`config.mk`:
```
export PLATFORM = sky130hd
export DESIGN_NAME = lut_cfg_sequencer_flat
export DESIGN_NICKNAME = d
export VERILOG_FILES = /design/src/rtl/lut_cfg_sequencer_if.sv /design/src/rtl/lut_cfg_sequencer.sv /design/src/flat_wrapper.sv
export SDC_FILE = /design/constraint.sdc
export NUM_CORES = 1
export LEC_CHECK = 0
export CAP_MARGIN = 20
export CORE_UTILIZATION = 54
export DETAILED_ROUTE_END_ITERATION = 8
export PLACE_DENSITY = 0.82
export SETUP_SLACK_MARGIN = 0.3
export SLEW_MARGIN = 0
export SYNTH_ARGS = -nofsm -noshare
export SYNTH_HDL_FRONTEND = slang
export SYNTH_SLANG_ARGS = --single-unit
export TNS_END_PERCENT = 50
```
`constraint.sdc`:
```
create_clock -name clk -period 1.7 [get_ports clk]
set_input_delay 0.34 -clock clk [delete_from_list [all_inputs] [get_ports clk]]
set_output_delay 0.34 -clock clk [all_outputs]
set_load 0.005 [all_outputs]
```
`src/rtl/lut_cfg_sequencer_if.sv`:
```
// Config, lookup and status signals of the LUT sequencer, bundled for port use.
interface lut_cfg_sequencer_if #(
  parameter int unsigned ADDR_W = 4
) ();

  logic              cfg_start;
  logic              cfg_clear;
  logic              cfg_valid;
  logic              cfg_bit;
  logic              cfg_ready;
  logic              lk_valid;
  logic [ADDR_W-1:0] lk_addr;
  logic              lk_ready;
  logic              rsp_valid;
  logic              rsp_data;
  logic              busy;
  logic              loaded;

  // Requester side: config/CSR path and the evaluation datapath.
  modport master (
    output cfg_start, cfg_clear, cfg_valid, cfg_bit, lk_valid, lk_addr,
    input  cfg_ready, lk_ready, rsp_valid, rsp_data, busy, loaded
  );

  // Sequencer side.
  modport slave (
    input  cfg_start, cfg_clear, cfg_valid, cfg_bit, lk_valid, lk_addr,
    output cfg_ready, lk_ready, rsp_valid, rsp_data, busy, loaded
  );

endinterface

```
`src/rtl/lut_cfg_sequencer.sv`:
```
// DEPTH x 1-bit truth-table LUT with serial load, clear sweep and 1-cycle lookups.
module lut_cfg_sequencer #(
  parameter int unsigned ADDR_W = 4
) (
  input logic                clk,
  input logic                rst,
  lut_cfg_sequencer_if.slave bus
);

  localparam int unsigned DEPTH = 2 ** ADDR_W;

  typedef enum logic [1:0] {StIdle, StLoad, StReady, StClear} state_e;

  state_e              state_q, state_d;
  logic [ADDR_W-1:0]   ptr_q, ptr_d;
  logic [DEPTH-1:0]    table_q, table_d;
  logic                loaded_q, loaded_d;
  logic                rsp_valid_q, rsp_valid_d;
  logic                rsp_data_q, rsp_data_d;

  logic ptr_last;
  logic lk_fire;

  assign ptr_last = (ptr_q == {ADDR_W{1'b1}});
  // Lookup acceptance depends only on registered state plus the request itself.
  assign lk_fire  = bus.lk_valid && (state_q == StReady);

  // State register.
  always_ff @(posedge clk) begin
    if (rst) begin
      state_q <= StIdle;
    end else begin
      state_q <= state_d;
    end
  end

  // Next-state decode; clear has priority over start everywhere except CLEAR.
  always_comb begin
    state_d = state_q;
    unique case (state_q)
      StIdle: begin
        if (bus.cfg_clear) begin
          state_d = StClear;
        end else if (bus.cfg_start) begin
          state_d = StLoad;
        end
      end
      StLoad: begin
        if (bus.cfg_clear) begin
          state_d = StClear;
        end else if (!bus.cfg_start && bus.cfg_valid && ptr_last) begin
          state_d = StReady;
        end
      end
      StReady: begin
        if (bus.cfg_clear) begin
          state_d = StClear;
        end else if (bus.cfg_start) begin
          state_d = StLoad;
        end
      end
      StClear: begin
        if (ptr_last) begin
          state_d = StIdle;
        end
      end
      default: state_d = StIdle;
    endcase
  end

  // Outputs decoded from registered state and registered datapath only.
  always_comb begin
    bus.cfg_ready = (state_q == StLoad);
    bus.lk_ready  = (state_q == StReady);
    bus.busy      = (state_q == StLoad) || (state_q == StClear);
    bus.loaded    = loaded_q;
    bus.rsp_valid = rsp_valid_q;
    bus.rsp_data  = rsp_data_q;
  end

  // Datapath next values: pointer, table writes, loaded flag, lookup response.
  always_comb begin
    ptr_d    = ptr_q;
    table_d  = table_q;
    loaded_d = loaded_q;

    unique case (state_q)
      StIdle: begin
        if (bus.cfg_clear || bus.cfg_start) begin
          ptr_d = '0;
        end
      end
      StLoad: begin
        if (bus.cfg_clear) begin
          // Partial contents stay until the sweep overwrites them.
          ptr_d    = '0;
          loaded_d = 1'b0;
        end else if (bus.cfg_start) begin
          // Restart drops any beat presented in the same cycle.
          ptr_d = '0;
        end else if (bus.cfg_valid) begin
          table_d[ptr_q] = bus.cfg_bit;
          ptr_d          = ptr_q + 1'b1;
          if (ptr_last) begin
            loaded_d = 1'b1;
          end
        end
      end
      StReady: begin
        if (bus.cfg_clear || bus.cfg_start) begin
          ptr_d    = '0;
          loaded_d = 1'b0;
        end
      end
      StClear: begin
        table_d[ptr_q] = 1'b0;
        ptr_d          = ptr_q + 1'b1;
        if (ptr_last) begin
          loaded_d = 1'b0;
        end
      end
      default: ptr_d = '0;
    endcase

    // Read uses table_q, so a lookup coinciding with a mode change sees the old table.
    rsp_valid_d = lk_fire;
    rsp_data_d  = lk_fire ? table_q[bus.lk_addr] : rsp_data_q;
  end

  // Datapath registers.
  always_ff @(posedge clk) begin
    if (rst) begin
      ptr_q       <= '0;
      table_q     <= '0;
      loaded_q    <= 1'b0;
      rsp_valid_q <= 1'b0;
      rsp_data_q  <= 1'b0;
    end else begin
      ptr_q       <= ptr_d;
      table_q     <= table_d;
      loaded_q    <= loaded_d;
      rsp_valid_q <= rsp_valid_d;
      rsp_data_q  <= rsp_data_d;
    end
  end

endmodule
```
`src/flat_wrapper.sv`:
```
// flat-port wrapper written by rule: the top's interface ports become plain ports
module lut_cfg_sequencer_flat 
#(
  parameter int unsigned ADDR_W = 4
)
  (clk, rst, bus_cfg_start, bus_cfg_clear, bus_cfg_valid, bus_cfg_bit, bus_lk_valid, bus_lk_addr, bus_cfg_ready, bus_lk_ready, bus_rsp_valid, bus_rsp_data, bus_busy, bus_loaded);
  lut_cfg_sequencer_if #(.ADDR_W(ADDR_W)) bus_i ();
  input logic clk;
  input logic rst;
  input wire logic [$bits(bus_i.cfg_start)-1:0] bus_cfg_start;
  input wire logic [$bits(bus_i.cfg_clear)-1:0] bus_cfg_clear;
  input wire logic [$bits(bus_i.cfg_valid)-1:0] bus_cfg_valid;
  input wire logic [$bits(bus_i.cfg_bit)-1:0] bus_cfg_bit;
  input wire logic [$bits(bus_i.lk_valid)-1:0] bus_lk_valid;
  input wire logic [$bits(bus_i.lk_addr)-1:0] bus_lk_addr;
  output wire logic [$bits(bus_i.cfg_ready)-1:0] bus_cfg_ready;
  output wire logic [$bits(bus_i.lk_ready)-1:0] bus_lk_ready;
  output wire logic [$bits(bus_i.rsp_valid)-1:0] bus_rsp_valid;
  output wire logic [$bits(bus_i.rsp_data)-1:0] bus_rsp_data;
  output wire logic [$bits(bus_i.busy)-1:0] bus_busy;
  output wire logic [$bits(bus_i.loaded)-1:0] bus_loaded;
  assign bus_i.cfg_start = bus_cfg_start;
  assign bus_i.cfg_clear = bus_cfg_clear;
  assign bus_i.cfg_valid = bus_cfg_valid;
  assign bus_i.cfg_bit = bus_cfg_bit;
  assign bus_i.lk_valid = bus_lk_valid;
  assign bus_i.lk_addr = bus_lk_addr;
  assign bus_cfg_ready = bus_i.cfg_ready;
  assign bus_lk_ready = bus_i.lk_ready;
  assign bus_rsp_valid = bus_i.rsp_valid;
  assign bus_rsp_data = bus_i.rsp_data;
  assign bus_busy = bus_i.busy;
  assign bus_loaded = bus_i.loaded;
  lut_cfg_sequencer #(.ADDR_W(ADDR_W)) u_core (.clk(clk), .rst(rst), .bus(bus_i));
endmodule
```
# Word-level counts from Yosys, hierarchy flattened
# Cells that the tools add are included.
dict set report op_classes {
  addsub 1
  n_lt_le_gt_ge 3
  eq_ne 16
  n_mux 27
  bitwise 2
  n_reduce_logical 15
}
# op count
set op_table {}
lappend op_table {{16-bit two-way mux} 3}
lappend op_table {{16-bit one-hot mux with 2 select lines} 1}
lappend op_table {{16-bit AND} 1}
lappend op_table {{16-bit bitwise mux} 1}
lappend op_table {{4-bit two-way mux} 4}
lappend op_table {{16-bit NOT} 1}
lappend op_table {{4-bit one-hot mux with 3 select lines} 1}
lappend op_table {{4-bit by 5-bit less-than comparator with 1-bit output, second input constant} 2}
lappend op_table {{2-bit two-way mux} 5}
lappend op_table {{1-bit two-way mux} 8}
lappend op_table {{2-bit by 1-bit inequality test with 1-bit output, second input constant} 3}
lappend op_table {{2-bit inequality test, second input constant} 3}
lappend op_table {{3-bit by 2-bit inequality test with 1-bit output, second input constant} 2}
lappend op_table {{3-bit inequality test, second input constant} 2}
lappend op_table {{2-bit one-hot mux with 3 select lines} 1}
lappend op_table {{6-bit AND reduction} 1}
lappend op_table {{4-bit by 1-bit adder with 4-bit output, second input constant} 1}
lappend op_table {{1-bit binary-select mux with 4-bit select} 1}
lappend op_table {{1-bit demux with 4-bit select} 1}
lappend op_table {{2-bit equality test, second input constant} 2}
lappend op_table {{4-bit equality test, second input constant} 1}
lappend op_table {{4-bit by 1-bit greater-or-equal comparator with 1-bit output, second input constant} 1}
lappend op_table {{1-bit logical AND} 4}
lappend op_table {{4-bit inequality test, second input constant} 1}
lappend op_table {{other kinds (12)} 13}
dict set report word_totals {
  register_bits 25
}

# Depth between registers and ports, before layout
# Gate-level depths: netlist of run 1.
dict set report logic_depth {
  word_depth 9
  mapped_depth 6
  ltp_nobuf 6
}

# Worst setup path before layout of run 1
# OpenSTA, ideal clock, no wires.
dict set report synth_timing {
  kind {input port to flip-flop}
  startpoint {in bus_lk_addr[1]}
  endpoint {reg u_core.rsp_data_q (netlist: u_core.bus.rsp_data)}
  setup_ps 136
  arrival_time_ps 1195
  required_time_ps 1564
  slack_ps 369
  stages 6
  path_cell_list {buf_6 -> mux4_2 -> nor2_1 -> a31oi_1 -> nand3_2 -> nand3_1}
}
dict set report synth_via {
  elab_chain_len 2
}
# item line_no
set synth_rtl {}
lappend synth_rtl {{start: declaration} flat_wrapper.sv:15} ;# input wire logic [$bits(bus_i.lk_addr)-1:0] bus_lk_addr;
lappend synth_rtl {{1-bit binary-select mux with 4-bit select} lut_cfg_sequencer.sv:127} ;# rsp_data_d = lk_fire ? table_q[bus.lk_addr] : rsp_data_q;
lappend synth_rtl {{1-bit two-way mux (implied by the code)} lut_cfg_sequencer.sv:127}
lappend synth_rtl {{end signal: assignment} lut_cfg_sequencer.sv:143} ;# rsp_data_q <= rsp_data_d;
lappend synth_rtl {{end: declaration} lut_cfg_sequencer.sv:19} ;# logic rsp_data_q, rsp_data_d;
# No other way between the ends. The select of a mux whose other input is x is not followed.
# A chain may end at the register's enable or synchronous reset.

# Worst setup path after layout of run 1
dict set report layout_timing {
  startpoint {reg u_core.state_q[1]}
  endpoint {reg u_core.ptr_q[2]}
}
dict set report layout_via {
  elab_chain_len 4
  elab_cells_between_ends 9
  classes_between {5 x eq/ne; 1 x mux; 3 x reduce/logical}
}
# item line_no
set layout_rtl {}
lappend layout_rtl {{start: declaration} lut_cfg_sequencer.sv:14} ;# state_e state_q, state_d;
lappend layout_rtl {{start signal: assignment} lut_cfg_sequencer.sv:31} ;# state_q <= StIdle;
lappend layout_rtl {{start signal: assignment} lut_cfg_sequencer.sv:33} ;# state_q <= state_d;
lappend layout_rtl {{2-bit equality test / 2-bit zero test (equally long branches)} lut_cfg_sequencer.sv:87} ;# unique case (state_q)
lappend layout_rtl {{2-bit OR reduction (no source line)} --}
lappend layout_rtl {{2-bit by 1-bit inequality test with 1-bit output (no source line)} --}
lappend layout_rtl {{2-bit AND reduction (no source line)} --}
lappend layout_rtl {{end signal: assignment} lut_cfg_sequencer.sv:139} ;# ptr_q <= ptr_d;
lappend layout_rtl {{end: declaration} lut_cfg_sequencer.sv:15} ;# logic [ADDR_W-1:0] ptr_q, ptr_d;
# Parallel ways exist; a longest one is shown, timed or not.

==> results by group, run 1 <==
Floorplanning
  • Die width: 52.65 um
  • Initial Util: between 50% and 60%
  • Core Rows: 17
  • Ports: 17
  • Die H: 52.65 um
  • Core region area: 2318 sq um
  • Die Footprint: about 2800 sq um

Synth
  • Top FF cell, synth: dfxtp_1
  • Syn_nets: between 150 and 200
  • Mapped Area: 1385 sq um
  • Dominant cell type by area after synthesis: dfxtp_1
  • Post-synthesis sequential area ratio: between 30 and 40%
  • Yosys warning count: 0
  • Top post-synthesis cells by count: dfxtp_1 (25), mux2i_1 (12), o21ai_0 (11)
  • Leading post-synthesis cells by cell area: dfxtp_1 (36%), mux2i_1 (8.7%), o31ai_1 (4.9%), nand2b_1 (4.5%), nor2b_1 (4.5%)
  • Post-Syn Area per Cell: 8.822 sq um
  • EDFF count, synth: 0
  • Count of cell types in the netlist: 38
  • Post-Syn Instances: between 150 and 200
  • #FFs+latches synth: 25
  • Asr flop ratio synth: 0%
  • Count leader, synth: dfxtp_1
  • Post-synth top area share: 36.13%

Route
  • 1st-pass router iterations: 6
  • Post-DRT Antenna Nets: 0
  • Via count: 1,374
  • Routed vias/inst: 6.080
  • Avg WL per Cell: 17.89 um
  • DRT Wirelength: 4.043 mm
  • DRT iter0 DRCs: 67
  • # DRC: 0

Place
  • Dpl hpwl: 2.304 mm
  • GPL Wtd Cong: slightly above 0.8
  • Port Buffers: 16
  • Placed Cells: 212

Global route
  • Largest net degree at the start of global routing: 20
  • Total grt overflow: 0
  • Initial antenna violation count: 0
  • Vias in the first global route: 1,173
  • Total GRT Usage: about a quarter
  • Global-route wire length before repair: 5.306 mm

Pwr
  • Power consumption: 1143 uW
  • PD cells: 601.0 nW/um^2
  • Maximum vdd ir drop: 469.6 uV
  • P_sw: 328.4 uW
  • Gate power share: 21.1%
  • P_leak: 0.0008256 uW
  • Sequential share of power: 53.4%
  • Net Sw Frac: 28.73%
  • Clock share of power: 25.5%
  • Internal power: 814.7 uW

Finish
  • Proportion of layout cells with a drive suffix above 1: between 30% and 40%
  • Ant. Diodes: 0
  • Post-layout util: 82.03%
  • Final-stage net count: approximately 210
  • Area Growth Syn to Fin: 37.31%
  • Final non-filler cell total: 226
  • Fillers: 138

Setup path
  • Worst Path Class, Setup: register to register
  • Critical path arrival: 1.76 ns
  • Crit path capture type: register
  • Req. time, crit path: 1.95 ns
  • CP startpoint kind: register
  • Crit-path max FO: 7

CTS
  • Total CTS buffers: 3
  • Max H-tree Level: 1
  • CTS tree: built
  • CTS sink cnt: 25
  • Clock Latency Late Sink: around 0.34 ns
  • Hold_buf cts: 0
  • Clk root buf: clkbuf_4
  • Worst-case clock buffer depth: 2
  • CTS clock-pin slew for the worst setup and hold paths: 0.16 ns

STA
  • Fin Clk Skew: 0.01490 ns
  • Hold Fails Final Rpt: 0
  • Fmax: around 660 MHz
  • Worst rel slew slack: 79.84%
  • Max Transition Viols Final: 0
  • RSZ-0062 raised after global routing: yes
  • Final Cycle Share: roughly nine tenths
  • Worst-margin pin slew: 0.2998 ns
  • Post-layout min period: about 1.5 ns
  • Final setup vio count: 0

Run
  • Max_cap viols: 0

Run status
  • Outcome: finished, final reports clean

Hold path
  • Hold WC Path Type: register to register
registers in the layout, indices dropped and copies added (netlist names):
signal / cells
u_core.bus.loaded: 1
u_core.bus.rsp_data: 1
u_core.bus.rsp_valid: 1
u_core.ptr_q: 4
u_core.state_q: 2
u_core.table_q: 16
final cells by class:
type | count | area (sq um) | area share (%)
clock inverter | 1 | 7.507 | 0.3947
sequential | 25 | 510.5 | 26.84
tap | 28 | 35.03 | 1.842
inverter | 6 | 22.52 | 1.184
clock buffer | 3 | 22.52 | 1.184
timing repair buffer | 47 | 420.4 | 22.11
multi-input combinational | 116 | 883.3 | 46.45
per-layer routing:
metal  share of wire, %  track usage, %  vias to the layer above  wire, um
met5                  0               0                        -         0
met4                2.3           7.895                        0        95
met3                5.5           2.609                       14       223
met2                 50           44.30                       67      2017
met1                 42           35.39                      652      1706
li1                   -               -                      641         -
worst paths after layout:
| kind | start | endpoint | slack (ns) | cells past startpoint |
|---|---|---|---|---|
| setup reg to reg | u_core.state_q[1]$_SDFFE_PP0P_ | u_core.ptr_q[2]$_SDFFE_PP0P_ | 0.19 | 6 |
| hold / removal | u_core.table_q[11]$_SDFFE_PP0P_ | u_core.table_q[11]$_SDFFE_PP0P_ | 0.50 | 2 |
| hold reg to reg | u_core.table_q[11]$_SDFFE_PP0P_ | u_core.table_q[11]$_SDFFE_PP0P_ | 0.50 | 2 |
| setup / recovery | u_core.state_q[1]$_SDFFE_PP0P_ | u_core.ptr_q[2]$_SDFFE_PP0P_ | 0.19 | 6 |
repair_timing:
action                     in CTS  in global routing
setup buffers                   3                  6
gates resized for setup        26                 22
setup endpoints to repair      14                 27
cloned                          0                  1
pin swaps                       1                  8
layout by cell type (no fill, tap or decap), drive strengths merged, types with 7 or more instances in the layout:
master	n
o31ai	9
nor2b	10
dfxtp	25
mux2i	12
nor2	10
nand2	8
nand3	7
buf	33
nand2b	10
o21ai	11
power by group through the flow:
| stage | sequential, uW | clock (uW) | combinational (uW) |
|---|---|---|---|
| 3_3_place_gp | 618 | 0 | 180 |
| 2_1_floorplan | 616 | 0 | 98.4 |
| 3_5_place_dp | 620 | 0 | 186 |
| 6_report | 610 | 291 | 242 |
| 4_1_cts | 608 | 289 | 194 |
| 5_1_grt | 611 | 320 | 256 |
worst max-delay path: stages, from the launching register on:
cell	delay [ns]
dfxtp_2	0.38
buf_4	0.17
o21ai_0	0.27
nand3_1	0.21
nand2_1	0.14
xor2_1	0.18
nor2_1	0.07
stage by stage:
step | worst slack, ns | cell area, sq um | TNS [ns] | hold WS, ns
CTS | 0.1964 | 1749 | 0 | 0.4911
global route | 0.1122 | 1902 | 0 | 0.5200
floorplan | 0.3685 | 1385 | 0 | 0.4421
global placement | -0.1169 | 1685 | -0.2546 | 0.4591
detailed placement | -0.1678 | 1685 | -0.7609 | 0.4702
finish | 0.1934 | 1902 | 0 | 0.4971
kinds of logic (layout without fill, tap and decap cells):
family / count (synthesis) / after routing / share of synthesized area (%)
adder cells (fa/ha/maj): 4 / 4 / 3.614
AO/OA/AOI/OAI: 36 / 36 / 17.16
buffers and inverters: 16 / 57 / 5.419
flip-flops: 25 / 25 / 36.13
multiplexers: 14 / 14 / 11.11
XOR/XNOR: 3 / 3 / 1.897
AND/OR/NAND/NOR: 59 / 59 / 24.66
Power figures use the tool's default switching activity.
==> run 2, diff against run 1 <==
--- a/config.mk
+++ b/config.mk
@@ -6,9 +6,10 @@
 export NUM_CORES = 1
 export LEC_CHECK = 0
 export CAP_MARGIN = 20
-export CORE_UTILIZATION = 54
+export CORE_UTILIZATION = 40
 export DETAILED_ROUTE_END_ITERATION = 8
-export PLACE_DENSITY = 0.82
+export PLACE_DENSITY = 0.65
+export REMOVE_ABC_BUFFERS = 1
 export SETUP_SLACK_MARGIN = 0.3
 export SLEW_MARGIN = 0
 export SYNTH_ARGS = -nofsm -noshare
==> results by group, run 2 (synthesis results as in run 1) <==
Pwr
  • Sequential share of power: 55.8% (+2.4 points)
  • Internal power: 802.9 uW (-1.5%)
  • P_leak: 0.0007920 uW (-4.1%)
  • Gate power share: 19.4% (-1.7 points)
  • Maximum vdd ir drop: 375.1 uV (-20%)
  • Clock share of power: 24.8% (-0.7 points)
  • Net Sw Frac: 26.57% (-2.2 points)
  • PD cells: 587.6 nW/um^2 (-2.2%)
  • P_sw: 290.5 uW (-12%)

Route
  • Via count: 1,222 (-11%)
  • DRT iter0 DRCs: 48 (-28%)
  • Post-DRT Antenna Nets: 0 (unchanged)
  • # DRC: 0 (unchanged)
  • Avg WL per Cell: 13.37 um (-25%)
  • DRT Wirelength: 3.168 mm (-22%)
  • Routed vias/inst: 5.156 (-15%)
  • 1st-pass router iterations: 4 (-2)

Floorplanning
  • Core region area: 3337 sq um (+44%)
  • Initial Util: 41.51% (-18 points)
  • Die Footprint: 3702 sq um (+34%)
  • Core Rows: 21 (+4)
  • Ports: 17 (unchanged)
  • Die width: 60.85 um (+16%)
  • Die H: 60.85 um (+16%)

Global route
  • Total grt overflow: 0 (unchanged)
  • Initial antenna violation count: 0 (unchanged)
  • Total GRT Usage: 17.31% (-9.1 points)
  • Vias in the first global route: 1,058 (-9.8%)
  • Global-route wire length before repair: 4.685 mm (-12%)
  • Largest net degree at the start of global routing: 17 (-15%)

Setup path
  • Slowest cell delay on critical path: 0.40 ns (+0.02 ns)
  • Slowest library cell on the worst path: dfxtp_2
  • Critical path arrival: 1.65 ns (-0.11 ns)
  • Worst Path Class, Setup: register to register
  • CP Cell Sequence: ha_1 -> nand3_1 -> o221ai_2 -> o21ai_0 -> a211oi_1
  • Crit path capture type: register
  • Crit path buffers/inverters: 0 (-1)
  • Crit-path max FO: 5 (-2)
  • Delay-heaviest family, CP: compound AO/OA/AOI/OAI gates
  • Req. time, crit path: 1.94 ns (about the same)
  • CP startpoint kind: register

Place
  • Placed Cells: 229 (+8.0%)
  • Placed standard-cell area: 1713 sq um (+1.6%)
  • GPL Wtd Cong: 0.7735 (-5.3%)
  • Dpl hpwl: 2.316 mm (+0.50%)
  • Port Buffers: 16 (unchanged)
  • Dpl ws: -0.1833 ns (-0.01553 ns)

Finish
  • Multi-input combinational cell area: 883.3 sq um (unchanged)
  • Proportion of layout cells with a drive suffix above 1: 27.75% (-3.6 points)
  • Fillers: 331 (+140%)
  • Most common cell after layout, fill and taps aside: buf_4
  • Final-stage net count: 207 (-3.3%)
  • Area Growth Syn to Fin: 34.33%
  • Design area: 1861 sq um (-2.2%)
  • Most flop-heavy register: u_core.table_q
  • Top flop regs: u_core.table_q x16, u_core.ptr_q x4, u_core.state_q x2
  • FF/Latch Area: 510.5 sq um (unchanged)
  • Ant. Diodes: 0 (unchanged)
  • Most frequent cells in the layout: buf_4 (21), dfxtp_1 (19), mux2i_1 (12), nand2b_1 (10)
  • Largest register FFs: 16 (unchanged)
  • Final non-filler cell total: 237 (+4.9%)

STA
  • Post-layout min period: 1.419 ns (-0.08798 ns)
  • Fmax: 704.9 MHz (+6.2%)
  • Final Cycle Share: 83.45% (-5.2 points)
  • RSZ-0062 raised after global routing: yes
  • Worst-margin pin slew: 0.3292 ns (+0.02934 ns)
  • Fin Clk Skew: 0.004842 ns (-0.01006 ns)
  • Max Transition Viols Final: 0 (unchanged)
  • Hold Fails Final Rpt: 0 (unchanged)
  • Hold_ws: 0.4944 ns (-0.002758 ns)
  • Setup WS post-layout: 0.2814 ns (+0.08798 ns)
  • Final setup vio count: 0 (unchanged)
  • Worst rel slew slack: 78.03% (-1.8 points)

CTS
  • Worst-case clock buffer depth: 2 (unchanged)
  • Clock Latency Late Sink: 0.32 ns (-0.02 ns)
  • CTS clock-pin slew for the worst setup and hold paths: 0.14 ns (-0.02 ns)
  • Total CTS buffers: 3 (unchanged)
  • Clk root buf: clkbuf_4
  • CTS sink cnt: 25 (unchanged)
  • Max H-tree Level: 1 (unchanged)
  • CTS tree: built

Run
  • Max_cap viols: 0 (unchanged)

Hold path
  • Hold WC Path Type: register to register

Run status
  • Outcome: finished, final reports clean
run 2: cell count changes in the layout (fill, tap and decap cells not counted), moves of 2 or more:
cell / delta
o31ai_2: +2
o21ai_0: -3
buf_6: -2
buf_2: -2
buf_4: -5
dlygate4sd2_1: +2
clkdlybuf4s15_1: +2
o21ai_1: +3
o31ai_1: -2
run 2: area by class of cell:
class | instances | area share, %
repair buffers | 40 | 19.37
inverters | 6 | 1.210
flip-flops and latches | 25 | 27.44
clock buffers | 4 | 1.412
multi-input cells | 116 | 47.48
well taps | 46 | 3.093
run 2: power by group through the flow:
stage | combinational [uW] | sequential, uW | clock, uW
detailed placement | 187 | 619 | 0
global placement | 184 | 618 | 0
global route | 231 | 612 | 298
floorplan | 71.9 | 623 | 0
CTS | 193 | 610 | 283
finish | 212 | 610 | 271
run 2: per-layer routing:
metal | wire length, um | GRT usage, % | vias to the layer above
li1 | - | - | 625
met1 | 1492 | 23.02 | 576
met2 | 1557 | 29.04 | 17
met3 | 93 | 1.919 | 4
met4 | 24 | 6.169 | 0
met5 | 0 | 0 | -
run 2: path summary, 6_finish.rpt:
path / cells after the start / startpoint / slack, ns / to
setup / recovery: 5 / u_core.ptr_q[0]$_SDFFE_PP0P_ / 0.28 / u_core.state_q[1]$_SDFFE_PP0P_
setup reg to reg: 5 / u_core.ptr_q[0]$_SDFFE_PP0P_ / 0.28 / u_core.state_q[1]$_SDFFE_PP0P_
hold reg to reg: 2 / u_core.table_q[2]$_SDFFE_PP0P_ / 0.49 / u_core.table_q[2]$_SDFFE_PP0P_
hold / removal: 2 / u_core.table_q[2]$_SDFFE_PP0P_ / 0.49 / u_core.table_q[2]$_SDFFE_PP0P_
run 2: stage by stage:
| stage | utilization (%) | TNS (ns) | total power [uW] |
|---|---|---|---|
| 3_5_place_dp | 51.33 | -1.480 | 806.1 |
| 2_1_floorplan | - | 0 | 695.2 |
| 4_1_cts | 53.28 | 0 | 1085 |
| 5_1_grt | 55.76 | 0 | 1141 |
| 6_report | 55.76 | 0 | 1093 |
| 3_3_place_gp | 51.33 | -0.7547 | 802.5 |
run 2: tightest hold or removal path, stage by stage, from the launching register on:
cell      delay [ns]
dfxtp_1         0.34
nand2b_1        0.07
mux2i_1         0.05
run 2: repair_timing:
action                     in CTS  in global routing
pin swaps                       1                  4
hold buffers                    0                  0
hold endpoints to repair        0                  0
buffers inserted                1                  3
gates resized for setup        25                 22
setup endpoints to repair      20                 22
==> run 3, diff against run 2 <==
--- a/config.mk
+++ b/config.mk
@@ -8,7 +8,7 @@
 export CAP_MARGIN = 20
 export CORE_UTILIZATION = 40
 export DETAILED_ROUTE_END_ITERATION = 8
-export PLACE_DENSITY = 0.65
+export PLACE_DENSITY = 0.67
 export REMOVE_ABC_BUFFERS = 1
 export SETUP_SLACK_MARGIN = 0.3
 export SLEW_MARGIN = 0
==> constraint.sdc (replaced) <==
create_clock -name clk -period 1.1 [get_ports clk]
set_input_delay 0.22 -clock clk [delete_from_list [all_inputs] [get_ports clk]]
set_output_delay 0.22 -clock clk [all_outputs]
set_load 0.005 [all_outputs]
==> results by group, run 3 (synthesis results as in run 1) <==
Run status
  • Outcome: finished with violations
  • Failing checks: setup timing

CTS
  • Max H-tree Level: 1 (unchanged)
  • Total CTS buffers: 3 (unchanged)
  • CTS clock-pin slew for the worst setup and hold paths: 0.14 ns (about the same)
  • CTS sink cnt: 25 (unchanged)
  • Hold_buf cts: 0 (unchanged)
  • CTS tree: built
  • Clk root buf: clkbuf_4
  • Worst-case clock buffer depth: 2 (unchanged)
  • Clock Latency Late Sink: 0.33 ns (about the same)

Pwr
  • Internal power: 1325 uW (+65%)
  • Gate power share: 25.5% (+6.1 points)
  • Clock share of power: 23.2% (-1.6 points)
  • P_leak: 0.0008995 uW (+14%)
  • Maximum vdd ir drop: 453.3 uV (+21%)
  • PD cells: 824.9 nW/um^2 (+40%)
  • Sequential share of power: 51.3% (-4.5 points)
  • P_sw: 516.1 uW (+78%)
  • Net Sw Frac: 28.03% (+1.5 points)

STA
  • Worst rel slew slack: 78.97% (+0.94 points)
  • Max Transition Viols Final: 0 (unchanged)
  • Hold_ws: 0.4884 ns (-0.005940 ns)
  • Fmax: 737.2 MHz
  • Setup WS post-layout: -0.2565 ns (-0.5379 ns)
  • Fin Clk Skew: 0.009497 ns (+0.004655 ns)
  • Hold Fails Final Rpt: 0 (unchanged)
  • Post-layout min period: 1.357 ns
  • Final setup vio count: 27 (+27)
  • Final Cycle Share: 123.3%
  • Worst-margin pin slew: 0.3155 ns (-0.01366 ns)
  • RSZ-0062 raised after global routing: yes

Finish
  • Largest register FFs: 16 (unchanged)
  • Design area: 2232 sq um (+20%)
  • Final-stage net count: 235 (+14%)
  • Final non-filler cell total: 265 (+12%)
  • Most frequent cells in the layout: buf_4 (42), dfxtp_1 (18), mux2i_1 (12), buf_6 (12)
  • Most common cell after layout, fill and taps aside: buf_4
  • Proportion of layout cells with a drive suffix above 1: 47.95% (+20 points)
  • Top flop regs: u_core.table_q x16, u_core.ptr_q x4, u_core.state_q x2
  • Most flop-heavy register: u_core.table_q
  • Area Growth Syn to Fin: 61.16%
  • Fillers: 269 (-19%)
  • Post-layout util: 66.89% (+11 points)
  • Ant. Diodes: 0 (unchanged)

Route
  • Via count: 1,380 (+13%)
  • Avg WL per Cell: 15.01 um (+12%)
  • 1st-pass router iterations: 4 (unchanged)
  • Routed vias/inst: 5.208 (+1.0%)
  • DRT iter0 DRCs: 44 (-8.3%)
  • # DRC: 0 (unchanged)
  • Post-DRT Antenna Nets: 0 (unchanged)
  • DRT Wirelength: 3.977 mm (+26%)

Place
  • GPL Wtd Cong: 0.8278 (+7.0%)
  • Placed standard-cell area: 1863 sq um (+8.8%)
  • Port Buffers: 16 (unchanged)
  • Placed Cells: 249 (+8.7%)
  • Dpl hpwl: 2.465 mm (+6.5%)

Global route
  • Largest net degree at the start of global routing: 17 (unchanged)
  • Total GRT Usage: 21.03% (+3.7 points)
  • Vias in the first global route: 1,292 (+22%)
  • Total grt overflow: 0 (unchanged)
  • Initial antenna violation count: 0 (unchanged)
  • Global-route wire length before repair: 5.768 mm (+23%)

Floorplanning
  • Die width: 60.85 um (unchanged)
  • Ports: 17 (unchanged)
  • Die Footprint: 3702 sq um (unchanged)
  • Core region area: 3337 sq um (unchanged)
  • Core Rows: 21 (unchanged)
  • Die H: 60.85 um (unchanged)
  • Initial Util: 41.51% (unchanged)

Setup path
  • R2r startpoint: u_core.state_q[0]$_SDFFE_PP0P_
  • Req. time, crit path: 0.88 ns (-1.06 ns)
  • Crit-path max FO: 4 (-1)
  • Critical path arrival: 1.14 ns (-0.51 ns)
  • Crit path capture type: primary output
  • R2R depth: 7 (+2)
  • R2R Setup Slk: -0.24 ns (-0.52 ns)
  • CP startpoint kind: register
  • Worst Path Class, Setup: register to primary output
  • Worst R2R End: u_core.bus.rsp_data$_SDFFE_PP0P_

Hold path
  • Hold WC Path Type: register to register
  • Hold Path Origin: u_core.table_q[0]$_SDFFE_PP0P_
  • Hold path depth: 2 (unchanged)
  • Hold EP: u_core.table_q[0]$_SDFFE_PP0P_

Run
  • Max_cap viols: 0 (unchanged)
==> run 3: cell types whose count changed in the layout (fill, tap and decap cells not counted), sizes merged <==
cell,before,now
dlygate4sd2,5,4
clkdlybuf4s50,5,6
dlymetal6s2s,3,0
buf,25,58
clkdlybuf4s15,2,0
==> run 3: layout make-up <==
class / instances / area (sq um) / area share (%)
Inverter: 6 / 25.02 / 1.121
Timing Repair Buffer: 68 / 580.6 / 26.01
Clock buffer: 4 / 26.28 / 1.177
Multi-Input combinational cell: 116 / 1026 / 45.96
Tap cell: 46 / 57.56 / 2.578
Sequential cell: 25 / 516.7 / 23.15
==> run 3: critical path, cell delays in order (launching register included) <==
cell     delay [ns]
dfxtp_2        0.36
buf_6          0.12
buf_6          0.12
nor2_4         0.10
buf_6          0.11
==> run 3: metrics by stage <==
step	TNS, ns	total power [uW]	setup slack (ns)
after floorplan	-2.990	1074	-0.1987
after global placement	-11.77	1281	-0.5988
after detailed placement	-12.45	1292	-0.7288
after CTS	-4.432	1780	-0.2873
after global routing	-6.256	1924	-0.3016
final	-4.956	1841	-0.2565
==> run 3: worst max path at each step <==
stage / startpoint / end / slack, ns / depth (start not counted)
after floorplan: u_core.ptr_q[0]$_SDFFE_PP0P_ / u_core.state_q[1]$_SDFFE_PP0P_ / -0.20 / 5
after global placement: bus_lk_addr[1] / u_core.bus.rsp_data$_SDFFE_PP0P_ / -0.60 / 6
after detailed placement: bus_lk_addr[1] / u_core.bus.rsp_data$_SDFFE_PP0P_ / -0.73 / 7
after CTS: u_core.state_q[0]$_SDFFE_PP0P_ / u_core.bus.rsp_data$_SDFFE_PP0P_ / -0.29 / 7
after global routing: u_core.state_q[0]$_SDFFE_PP0P_ / u_core.bus.rsp_data$_SDFFE_PP0P_ / -0.30 / 7
final: u_core.state_q[0]$_SDFFE_PP0P_ / bus_lk_ready / -0.26 / 4
==> run 3: power by group through the flow <==
stage	logic [uW]	registers [uW]	clock network [uW]
after floorplan	111	963	0
after global placement	321	960	0
after detailed placement	331	961	0
after CTS	401	947	431
after global routing	498	948	478
final	470	945	427
==> run 3: per-layer routing <==
metal / routed length [um] / GRT usage, %
met3: 116 / 2.772
met4: 112 / 8.117
met5: 0 / 0
met1: 1695 / 25.84
met2: 2052 / 37.21
==> run 3: timing repair <==
item	4_1_cts	5_1_grt
pin swaps	22	10
endpoints found under the setup margin	31	31
setup buffers	8	4
resized for setup	77	23
==> RTL change 1, RTL diff (settings of run 3) <==
`ADDR_W` is set to 4 in 3 places; all go to 5.
--- a/src/rtl/lut_cfg_sequencer_if.sv
+++ b/src/rtl/lut_cfg_sequencer_if.sv
@@ -1,5 +1,5 @@
 // Config, lookup and status signals of the LUT sequencer, bundled for port use.
 interface lut_cfg_sequencer_if #(
-  parameter int unsigned ADDR_W = 4
+  parameter int unsigned ADDR_W = 5
 ) ();
 
--- a/src/rtl/lut_cfg_sequencer.sv
+++ b/src/rtl/lut_cfg_sequencer.sv
@@ -1,5 +1,5 @@
 // DEPTH x 1-bit truth-table LUT with serial load, clear sweep and 1-cycle lookups.
 module lut_cfg_sequencer #(
-  parameter int unsigned ADDR_W = 4
+  parameter int unsigned ADDR_W = 5
 ) (
   input logic                clk,
--- a/src/flat_wrapper.sv
+++ b/src/flat_wrapper.sv
@@ -2,5 +2,5 @@
 module lut_cfg_sequencer_flat 
 #(
-  parameter int unsigned ADDR_W = 4
+  parameter int unsigned ADDR_W = 5
 )
   (clk, rst, bus_cfg_start, bus_cfg_clear, bus_cfg_valid, bus_cfg_bit, bus_lk_valid, bus_lk_addr, bus_cfg_ready, bus_lk_ready, bus_rsp_valid, bus_rsp_data, bus_busy, bus_loaded);
Ports: changed (resized bus_lk_addr); port bits go from 17 to 18. The function was not compared with the original's and may differ.
==> RTL change 1 against run 3 <==
The run still ends with negative setup slack left. Synthesized area is 56% higher. Maximum frequency is 2.0% higher. Setup slack better by 0.027 ns. Design area grew 46%. Sequential cell count grew 17. Clock skew decreased by 0.0017 ns. Synthesized cell count rose by 76%. Clock power increased by 120%. Power is 60% higher. Sequential share of layout area up 3.1 points. Wire length rose by 63%.
==> RTL change 1: results (changes against run 3) <==
Outcome
  – Outcome: finished with violations (unchanged)
  – Failing checks: negative setup slack (unchanged)

Worst setup path
  – RR Startpoint: u_core.ptr_q[0]$_SDFFE_PP0P_ (was u_core.state_q[0]$_SDFFE_PP0P_)
  – CP Max Fanout: 8 (was 4)
  – Arr. time, crit path: 1.51 ns (was 1.14 ns)

Power and ir drop
  – Leak pwr: 0.00133 uW (was 0.000899 uW)
  – Clock power share: 0.324 (was 0.232)
  – Max VDD drop: 817 uV (was 453 uV)
  – Combinational share of power: 0.151 (was 0.255)

Logic synthesis
  – Yosys cell types: 37 (was 38)
  – Multiplexer share of the synthesized area: 0.0787 (was 0.111)
  – Ranking of synthesized cells by area: dfxtp_1 39%, a21oi_1 9.3%, nand2_1 8.5% (was dfxtp_1 36%, mux2i_1 8.7%, o31ai_1 4.9%)
  – Commonest cells in the netlist: 49 x nand2_1, 42 x dfxtp_1, 40 x a21oi_1 (was 25 x dfxtp_1, 12 x mux2i_1, 11 x o21ai_0)

STA
  – Hold slack final: 0.470 ns (was 0.488 ns)
  – Relative slew slack: 0.645 (was 0.790)
  – Worst Skew: 0.00780 ns (was 0.00950 ns)
  – Setup TNS: -7.85 ns (was -4.96 ns)
  – Final setup margin: -0.230 ns (was -0.257 ns)
  – # setup viols final: 44 (was 27)

Detailed routing
  – Vias after detailed routing: 2197 (was 1380)
  – Met3 Wirelength: 184 um (was 116 um)
  – M1 WL: 2830 um (was 1700 um)
  – Met2 WL: 3340 um (was 2050 um)

Finish
  – Fillers: 405 (was 269)
  – Multi-In Gates: 214 (was 116)
  – Final non-clock buffer share: 0.198 (was 0.260)
  – Fin cells: 405 (was 265)
  – NumNets Final: 352 (was 235)
  – Clock-cell share of area: 0.0242 (was 0.0118)

GRT
  – Vias in the first global route: 2117 (was 1292)
  – First-pass GRT wire length: 10100 um (was 5770 um)
  – GR Util met1: 0.295 (was 0.258)
  – Total Routing Usage GR: 0.238 (was 0.210)

Clocking
  – Cells resized by post-CTS repair: 139 (was 77)
  – CTS sink cnt: 42 (was 25)
  – Root Buffer: clkbuf_8 (was clkbuf_4)
  – Clk pin slew, worst setup/hold paths: 0.08 ns (was 0.14 ns)

Placed design
  – DP HPWL: 4000 um (was 2470 um)
  – Placed Instances: 388 (was 249)
  – Number of buffers added on ports: 17 (was 16)

Hold path
  – Hold Startpoint: u_core.table_q[24]$_SDFFE_PP0P_ (was u_core.table_q[0]$_SDFFE_PP0P_)
RTL change 1: worst max-delay path, stage by stage, from the launching register on:
cell and delay (ns):
dfxtp_2 0.35, buf_4 0.16, inv_4 0.07, ha_2 0.19, nand2_1 0.06, buf_6 0.15
o21ai_1 0.17, a21oi_2 0.06
RTL change 1: how the worst max path moves through the flow:
| stage | slack (ns) | to | cells after the start |
|---|---|---|---|
| 3_5_place_dp | -0.82 | u_core.table_q[2]$_SDFFE_PP0P_ | 6 |
| 4_1_cts | -0.20 | u_core.bus.loaded$_SDFFE_PP0P_ | 7 |
| 6_report | -0.23 | u_core.table_q[12]$_SDFFE_PP0P_ | 7 |
| 2_1_floorplan | -0.28 | u_core.bus.loaded$_SDFFE_PP0P_ | 7 |
| 3_3_place_gp | -0.74 | u_core.bus.rsp_data$_SDFFE_PP0P_ | 8 |
| 5_1_grt | -0.30 | u_core.state_q[1]$_SDFFE_PP0P_ | 7 |
==> RTL change 2, RTL diff (flow settings as in run 3) <==
Without the edit above. Encoding of `state_e`: now one-hot (4 bits for 4 states).
--- a/src/rtl/lut_cfg_sequencer.sv
+++ b/src/rtl/lut_cfg_sequencer.sv
@@ -10,5 +10,5 @@
   localparam int unsigned DEPTH = 2 ** ADDR_W;
 
-  typedef enum logic [1:0] {StIdle, StLoad, StReady, StClear} state_e;
+  typedef enum logic [3:0] {StIdle = 4'b0001, StLoad = 4'b0010, StReady = 4'b0100, StClear = 4'b1000} state_e;
 
   state_e              state_q, state_d;
Formal check against the unedited RTL: no difference found for any inputs over 10 cycles, from zero or initial values and one cycle with rst high; not proved beyond that.
==> RTL change 2 against run 3 <==
The flow still finishes with violations (negative setup slack). Wire length grew 19%. Design area grew 15%. Synthesized area increased by 23%. Cell count rose by 12%. Synthesized cell count increased by 18%. Sequential cell count rose by 2. Power increased by 34%. Setup slack lost 0.30 ns. Clock power increased by 36%. Critical path depth increased by 1. Hold slack got worse by 0.025 ns. Non-clock buffer count grew 1. Critical path type is now reg -> reg. Largest cell class unchanged.
==> RTL change 2: results (changes against run 3) <==
GRT
  – Vias in the first global route: 1539 (was 1292)
  – Total Routing Usage GR: 0.219 (was 0.210)
  – Grt met3 use: 0.0220 (was 0.0277)

STA
  – Final setup margin: -0.553 ns (was -0.257 ns)
  – Setup TNS: -13.08 ns (was -4.96 ns)
  – Worst Skew: 0.00192 ns (was 0.00950 ns)
  – # setup viols final: 30 (was 27)
  – Hold slack final: 0.463 ns (was 0.488 ns)

Finish
  – Fraction of area in multi-input gates: 0.505 (was 0.460)
  – Fillers: 311 (was 269)
  – Final non-clock buffer share: 0.230 (was 0.260)
  – Clock-cell share of area: 0.0180 (was 0.0118)
  – Plain + repair buffers: 69 (was 68)

Floorplanning
  – Initial core utilization: 0.422 (was 0.415)

Detailed routing
  – Vias after detailed routing: 1652 (was 1380)

Logic synthesis
  – Yosys cell types: 54 (was 38)
  – Seq/Total Area, Yosys: 0.318 (was 0.361)

Clocking
  – Cells resized by post-CTS repair: 40 (was 77)
  – Worst-Skew Late Latency: 0.27 ns (was 0.33 ns)

Worst setup path
  – Worst path slowest cell: or4b_4 (was dfxtp_2)
  – FF-to-FF End: u_core.state_q[3]$_SDFFE_PP0P_ (was u_core.bus.rsp_data$_SDFFE_PP0P_)
  – Worst setup path startpoint: u_core.state_q[0]$_SDFFE_PP1P_ (was u_core.state_q[0]$_SDFFE_PP0P_)
  – CP Max Fanout: 2 (was 4)

Power and ir drop
  – Max VDD drop: 600 uV (was 453 uV)

Placed design
  – DP Worst Slack: -0.817 ns (was -0.729 ns)

Outcome
  – Outcome: finished with violations (unchanged)
  – Failing checks: negative setup slack (unchanged)
## RTL change 2: cell types whose count changed after synthesis, moves of 4 or more
cell / delta
nand3_1: +8
nor2b_1: -5
nand3b_1: -4
o31ai_1: -7
mux2i_1: +8
o21ai_0: -9
nand2b_1: +11
nand2_1: -4
## RTL change 2: cell families (layout without fill, tap and decap cells)
family	Yosys count	count (layout)	share of synthesized area
xor+xnor	3	3	0.0199
simple gates	76	76	0.286
fa+ha+maj	4	4	0.0294
mux	22	22	0.144
buf+inv	20	79	0.0559
flops	27	27	0.318
compound gates	34	35	0.146
## RTL change 2: report_power, final
part           internal [uW]  switching (uW)
Sequential              1010            21.3
Clock                    254             326
Combinational            447             409
Total                   1710             756
## RTL change 2: layer usage
layer,vias to the layer above,routed length [um]
li1,807,-
met5,-,0
met2,31,2370
met4,0,89
met1,804,2170
met3,10,121
